==> config.mk <==
export PLATFORM = sky130hd
export DESIGN_NAME = piso_serializer
export DESIGN_NICKNAME = d
export VERILOG_FILES = /design/src/rtl/piso_serializer.sv
export SDC_FILE = /design/constraint.sdc
export NUM_CORES = 1
export LEC_CHECK = 0
export BUFFER_PORTS_ARGS = -buffer_cell sky130_fd_sc_hd__buf_2
export CAP_MARGIN = 20
export CORE_AREA = 2 2 39 41
export CTS_CLUSTER_DIAMETER = 30
export DETAILED_ROUTE_END_ITERATION = 16
export DIE_AREA = 0 0 41 43
export PLACE_DENSITY = 0.78
export SLEW_MARGIN = 30
export SYNTH_ARGS = -nofsm -noshare
export SYNTH_HDL_FRONTEND = slang
export SYNTH_SLANG_ARGS = --single-unit
==> constraint.sdc <==
create_clock -name clock -period 3.7 [get_ports clock]
set_input_delay 0.74 -clock clock [delete_from_list [all_inputs] [get_ports clock]]
set_output_delay 0.74 -clock clock [all_outputs]
set_load 0.02 [all_outputs]
==> src/rtl/piso_serializer.sv <==
// Parallel-in, serial-out transmitter with a one-word holding buffer so that
// back-to-back words stream out with no idle cycle between them.
module piso_serializer #(
  parameter int WIDTH     = 4,
  parameter bit LSB_FIRST = 1'b0
) (
  input  logic             clock,
  input  logic             clear,
  input  logic [WIDTH-1:0] din,
  input  logic             load_valid,
  output logic             load_ready,
  output logic             sout,
  output logic             sout_valid,
  output logic             busy,
  output logic             done
);

  localparam int CNT_W = (WIDTH > 1) ? $clog2(WIDTH) : 1;
  localparam logic [CNT_W-1:0] CNT_LAST = CNT_W'(WIDTH - 1);

  typedef enum logic {
    IDLE  = 1'b0,
    SHIFT = 1'b1
  } state_t;

  state_t             state_q, state_d;
  logic [WIDTH-1:0]   shreg_q, shreg_d;
  logic [CNT_W-1:0]   cnt_q, cnt_d;
  logic [WIDTH-1:0]   buf_q, buf_d;
  logic               buf_full_q, buf_full_d;
  logic               sout_q, sout_d;
  logic               valid_q, valid_d;
  logic               done_q, done_d;
  logic               ready_q, ready_d;
  logic               busy_q, busy_d;
  logic               accept;

  // Bit currently presented by a shifter value, honouring the bit order.
  function automatic logic out_bit(input logic [WIDTH-1:0] v);
    if (LSB_FIRST) begin
      return v[0];
    end else begin
      return v[WIDTH-1];
    end
  endfunction

  // Shifter contents after the presented bit has been consumed.
  function automatic logic [WIDTH-1:0] advance(input logic [WIDTH-1:0] v);
    if (LSB_FIRST) begin
      return v >> 1;
    end else begin
      return v << 1;
    end
  endfunction

  assign accept = load_valid && ready_q;

  // Next-state logic for the FSM, shifter, counter and holding buffer.
  always_comb begin
    state_d    = state_q;
    shreg_d    = shreg_q;
    cnt_d      = cnt_q;
    buf_d      = buf_q;
    buf_full_d = buf_full_q;

    case (state_q)
      IDLE: begin
        if (accept) begin
          shreg_d = din;
          cnt_d   = CNT_LAST;
          state_d = SHIFT;
        end else begin
          state_d = IDLE;
        end
      end

      SHIFT: begin
        if (cnt_q == {CNT_W{1'b0}}) begin
          // Word ends this edge: refill from the buffer, bypass din, or idle.
          if (buf_full_q) begin
            shreg_d    = buf_q;
            cnt_d      = CNT_LAST;
            buf_full_d = 1'b0;
          end else if (accept) begin
            shreg_d = din;
            cnt_d   = CNT_LAST;
          end else begin
            shreg_d = {WIDTH{1'b0}};
            cnt_d   = {CNT_W{1'b0}};
            state_d = IDLE;
          end
        end else begin
          shreg_d = advance(shreg_q);
          cnt_d   = cnt_q - {{(CNT_W-1){1'b0}}, 1'b1};
          if (accept) begin
            buf_d      = din;
            buf_full_d = 1'b1;
          end else begin
            buf_full_d = buf_full_q;
          end
        end
      end

      default: begin
        state_d    = IDLE;
        shreg_d    = {WIDTH{1'b0}};
        cnt_d      = {CNT_W{1'b0}};
        buf_full_d = 1'b0;
      end
    endcase
  end

  // Output values derived from the upcoming state so every output is a flop.
  always_comb begin
    sout_d  = 1'b0;
    valid_d = 1'b0;
    done_d  = 1'b0;
    if (state_d == SHIFT) begin
      sout_d  = out_bit(shreg_d);
      valid_d = 1'b1;
      done_d  = (cnt_d == {CNT_W{1'b0}});
    end else begin
      sout_d  = 1'b0;
      valid_d = 1'b0;
      done_d  = 1'b0;
    end
    ready_d = !buf_full_d;
    busy_d  = (state_d == SHIFT) || buf_full_d;
  end

  // State and output registers with synchronous clear.
  always_ff @(posedge clock) begin
    if (clear) begin
      state_q    <= IDLE;
      shreg_q    <= {WIDTH{1'b0}};
      cnt_q      <= {CNT_W{1'b0}};
      buf_q      <= {WIDTH{1'b0}};
      buf_full_q <= 1'b0;
      sout_q     <= 1'b0;
      valid_q    <= 1'b0;
      done_q     <= 1'b0;
      ready_q    <= 1'b1;
      busy_q     <= 1'b0;
    end else begin
      state_q    <= state_d;
      shreg_q    <= shreg_d;
      cnt_q      <= cnt_d;
      buf_q      <= buf_d;
      buf_full_q <= buf_full_d;
      sout_q     <= sout_d;
      valid_q    <= valid_d;
      done_q     <= done_d;
      ready_q    <= ready_d;
      busy_q     <= busy_d;
    end
  end

  assign sout       = sout_q;
  assign sout_valid = valid_q;
  assign done       = done_q;
  assign load_ready = ready_q;
  assign busy       = busy_q;

endmodule

==> impl_results.html <==
<table>
<tr><th>Metric</th><th>Value</th></tr>
<tr><th colspan="2">Outcome</th></tr>
<tr><td>Outcome</td><td>finished, final reports clean</td></tr>
<tr><th colspan="2">Drt</th></tr>
<tr><td>Met1 WL</td><td>543 µm</td></tr>
<tr><td>Routed vias</td><td>573</td></tr>
<tr><td>Detailed-route DRC error count</td><td>0</td></tr>
<tr><td>Total met3 wirelength after detailed routing</td><td>68 µm</td></tr>
<tr><td>Number of DRC markers in iteration 0</td><td>44</td></tr>
<tr><td>Wire per inst</td><td>12.8 µm</td></tr>
<tr><td>First-pass DRT Iterations</td><td>4</td></tr>
<tr><td>Uppermost layer routed</td><td>met4</td></tr>
<tr><td>Via count normalized by instance count</td><td>5.85</td></tr>
<tr><td>Final ANT Viol Nets</td><td>0</td></tr>
<tr><td>DRT Wirelength</td><td>1.26 mm</td></tr>
<tr><td>Routed wl met2</td><td>615 µm</td></tr>
<tr><th colspan="2">Critical path</th></tr>
<tr><td>CP endpoint kind</td><td>primary output</td></tr>
<tr><td>Critical path depth</td><td>1</td></tr>
<tr><td>Cell with the biggest individual delay on the critical path</td><td>sky130_fd_sc_hd__dfxtp_1</td></tr>
<tr><td>Worst flop-to-flop path startpoint</td><td>load_ready</td></tr>
<tr><td>CP Cell Sequence</td><td>buf_2</td></tr>
<tr><td>Required @ worst endpoint</td><td>2.96 ns</td></tr>
<tr><td>Timing endpoint of the critical path</td><td>sout_valid</td></tr>
<tr><td>Critical Path Max Stage Delay</td><td>0.61 ns</td></tr>
<tr><td>Startpoint types</td><td>register</td></tr>
<tr><td>Worst r2r dst</td><td>shreg_q[1]</td></tr>
<tr><td>Arrival time reported for the critical path endpoint</td><td>1.14 ns</td></tr>
<tr><td>Flop2flop setup slack</td><td>between 2 and 2.5 ns</td></tr>
<tr><td>Worst-path fanout max</td><td>16</td></tr>
<tr><td>WP buf/inv</td><td>1</td></tr>
<tr><td>Kind of cell adding the most delay to the critical path</td><td>flip-flops</td></tr>
<tr><td>Crit path kind</td><td>reg -&gt; out</td></tr>
<tr><td>Beginning of the critical path</td><td>state_q</td></tr>
<tr><td>R2R depth</td><td>4</td></tr>
<tr><th colspan="2">Synthesis</th></tr>
<tr><td>Synth cell types</td><td>26</td></tr>
<tr><td>Area fraction in compound gates after synthesis</td><td>0.223</td></tr>
<tr><td>Dominant combinational cell family by area after synthesis</td><td>compound AO/OA/AOI/OAI gates</td></tr>
<tr><td>Mapped Cells</td><td>74</td></tr>
<tr><td>Sequential-to-total area share from yosys stat</td><td>0.477</td></tr>
<tr><td>Yosys Warn Count</td><td>0</td></tr>
<tr><td>Adder and majority cell fraction of the synthesized area</td><td>0</td></tr>
<tr><td>Parity-gate share of the synthesized area counting xor and xnor cells</td><td>0.0130</td></tr>
<tr><td>Multiplexer share of the synthesized area</td><td>0.0149</td></tr>
<tr><td>Most area-hungry cell type in the Yosys netlist</td><td>sky130_fd_sc_hd__dfxtp_1</td></tr>
<tr><td>Number of flip-flops and latches in the synthesized netlist</td><td>16</td></tr>
<tr><td>Mean instance size in the synthesized netlist</td><td>9.08 µm²</td></tr>
<tr><td>Synth Area in Simple Gates</td><td>0.199</td></tr>
<tr><td>Top area cells in the synthesized netlist</td><td>sky130_fd_sc_hd__dfxtp_1 (48%), sky130_fd_sc_hd__a21oi_1 (6.7%), sky130_fd_sc_hd__a222oi_1 (4.5%)</td></tr>
<tr><td>Synth top area share</td><td>0.477</td></tr>
<tr><td>Post-synth net total</td><td>81</td></tr>
<tr><td>Syn Std Cell Area</td><td>672 µm²</td></tr>
<tr><th colspan="2">Hold path</th></tr>
<tr><td>Path class of the lowest-slack min-delay path</td><td>reg -&gt; reg</td></tr>
<tr><td>Number of cells traversed by the worst hold path</td><td>2</td></tr>
<tr><th colspan="2">Place</th></tr>
<tr><td>Cell count after placement</td><td>94</td></tr>
<tr><td>Routability-driven placement congestion ratio</td><td>0.800</td></tr>
<tr><td># port buffers</td><td>11</td></tr>
<tr><td>Final HPWL from detailed placement</td><td>just under 900 µm</td></tr>
<tr><th colspan="2">Finish</th></tr>
<tr><td>Share of post-route cells with drive strength above 1</td><td>0.195</td></tr>
<tr><td>Area growth from synthesis to final layout</td><td>9.87%</td></tr>
<tr><td>Finished Layout Cells</td><td>98</td></tr>
<tr><td>Commonest cells after routing, fill and taps aside</td><td>sky130_fd_sc_hd__dfxtp_1 (16), sky130_fd_sc_hd__buf_2 (11), sky130_fd_sc_hd__a21oi_1 (9)</td></tr>
<tr><td>Post-layout utilization of the core</td><td>0.533</td></tr>
<tr><td>Most common cell after layout, fill and taps aside</td><td>sky130_fd_sc_hd__dfxtp_1</td></tr>
<tr><td>Total number of nets in the final design</td><td>90</td></tr>
<tr><td>Diode count</td><td>0</td></tr>
<tr><th colspan="2">Die</th></tr>
<tr><td>I/O pin total</td><td>12</td></tr>
<tr><td>Die area</td><td>1760 µm²</td></tr>
<tr><td>Starting density of the core</td><td>0.486</td></tr>
<tr><td>Placeable core area</td><td>1380 µm²</td></tr>
<tr><td>Y dimension of the die</td><td>43 µm</td></tr>
<tr><td>Die extent in x</td><td>between 40 and 50 µm</td></tr>
<tr><td>Site row count</td><td>14</td></tr>
<tr><th colspan="2">STA</th></tr>
<tr><td>Post-Route Setup TNS</td><td>0 ns</td></tr>
<tr><td>Clock Skews</td><td>0.00308 ns</td></tr>
<tr><td>Total of endpoints with negative setup slack in the final report</td><td>0</td></tr>
<tr><td>Final Hold Vio Count</td><td>0</td></tr>
<tr><td>Headroom to the max-slew limit</td><td>0.701</td></tr>
<tr><td>Worst Tran Pin Value</td><td>0.448 ns</td></tr>
<tr><td>Number of pins with negative max-slew slack in the final report</td><td>0</td></tr>
<tr><td>Period utilization</td><td>0.508</td></tr>
<tr><td>Post-layout minimum cycle time</td><td>1.88 ns</td></tr>
<tr><td>Unrepaired setup endpoints after global routing</td><td>false</td></tr>
<tr><td>Highest attainable clock frequency</td><td>532 MHz</td></tr>
<tr><th colspan="2">Pwr</th></tr>
<tr><td>Power Dens Cells</td><td>492 nW/µm²</td></tr>
<tr><td>Static Leak</td><td>0.298 nW</td></tr>
<tr><td>Maximum vdd ir drop</td><td>0.181 mV</td></tr>
<tr><th colspan="2">Run</th></tr>
<tr><td>Max-capacitance violation count</td><td>0</td></tr>
<tr><th colspan="2">Clocking</th></tr>
<tr><td>Number of sinks handled by clock tree synthesis</td><td>16</td></tr>
<tr><td>Post-CTS Setup Bufs</td><td>0</td></tr>
<tr><td>Insertion delay to the later sink of the worst-skew pair</td><td>roughly 0.29 ns</td></tr>
<tr><td>Total number of H-tree levels</td><td>1</td></tr>
<tr><td>PostCTS Resize Cnt</td><td>0</td></tr>
<tr><td>Clock Pin Slew Worst Setup and Hold Paths</td><td>roughly 0.09 ns</td></tr>
<tr><td>Cts bufs inserted</td><td>3</td></tr>
<tr><td>Maximum number of buffers from clock root to sink</td><td>2</td></tr>
<tr><td>Master cell of the clock root buffer</td><td>sky130_fd_sc_hd__clkbuf_4</td></tr>
<tr><td>Hold buffer count at CTS</td><td>0</td></tr>
<tr><td>CTS tree</td><td>done</td></tr>
<tr><th colspan="2">Global routing</th></tr>
<tr><td>Overall global routing resource usage</td><td>0.158</td></tr>
<tr><td>Via count of the first global-routing pass</td><td>454</td></tr>
<tr><td>Number of antenna violations at the first check in global routing</td><td>0</td></tr>
<tr><td>Global-route wire length before repair</td><td>approximately 1.9 mm</td></tr>
<tr><td>Maximum number of pins on one net before global-route repair</td><td>17</td></tr>
<tr><td>Overall overflow remaining after global route</td><td>0</td></tr>
</table>
cells in the mapped netlist (all sizes together):
library cell  number
xor2               1
mux2i              1
dfxtp             16
inv                1
or2                1
nor4bb             1
nor2               6
o32a               1
nand3              6
a222oi             3
a211o              1
nor3               1
a221oi             2
buf                5
nand2              6
o21ai              3
a21oi              9
nor2b              3
a22o               1
o21a               1
and2               1
and4bb             1
clkbuf             2
a22oi              1
worst min-delay path by stage:
stage,startpoint,endpoint,slack (ns)
after floorplan,buf_q[1],buf_q[1],0.44
after global placement,buf_q[3],buf_q[3],0.44
after detailed placement,buf_q[0],buf_q[0],0.46
after CTS,buf_q[0],buf_q[0],0.47
after global routing,buf_q[1],buf_q[1],0.51
final,buf_q[0],buf_q[0],0.47
power breakdown:
| part | internal, mW | total, mW | leakage (nW) | switching (mW) |
|---|---|---|---|---|
| logic | 0.0226 | 0.0511 | 0.146 | 0.0285 |
| clock network | 0.0599 | 0.114 | 0.0210 | 0.0542 |
| registers | 0.184 | 0.198 | 0.131 | 0.0139 |
| total | 0.267 | 0.363 | 0.298 | 0.0967 |
final cells by class:
class / instances / area, µm²
Clock buffer: 4 / 36.3
Fill cell: 133 / 646
Inverter: 1 / 3.75
Multi-Input combinational cell: 50 / 303
Sequential cell: 16 / 320
Tap cell: 16 / 20.0
Timing Repair Buffer: 11 / 55.1
registers in the layout, summed over array words and instances, names as in the netlist:
name and cells:
load_ready 1, shreg_q 4, busy 1, buf_full_q 1, state_q 1, done 1
buf_q 4, cnt_q 2, sout 1
stage by stage:
step | instance area [µm²] | power, mW | setup WS (ns) | hold WS [ns]
2_1_floorplan | 672 | 0.243 | 2.09 | 0.436
3_3_place_gp | 702 | 0.251 | 1.82 | 0.445
3_5_place_dp | 702 | 0.253 | 1.77 | 0.455
4_1_cts | 738 | 0.366 | 1.82 | 0.470
5_1_grt | 738 | 0.382 | 1.76 | 0.510
6_report | 738 | 0.363 | 1.82 | 0.468
logic make-up after synthesis:
| group | count (synthesis) |
|---|---|
| AND/OR/NAND/NOR | 26 |
| AO/OA/AOI/OAI | 22 |
| flip-flops | 16 |
| buffers and inverters | 8 |
| XOR/XNOR | 1 |
| multiplexers | 1 |
layer usage:
layer / up-vias / GRT usage
li1: 283 / -
met1: 259 / 0.206
met2: 27 / 0.219
met3: 4 / 0.0314
met4: 0 / 0.120
met5: - / 0
(Power assumes the default switching activity.)
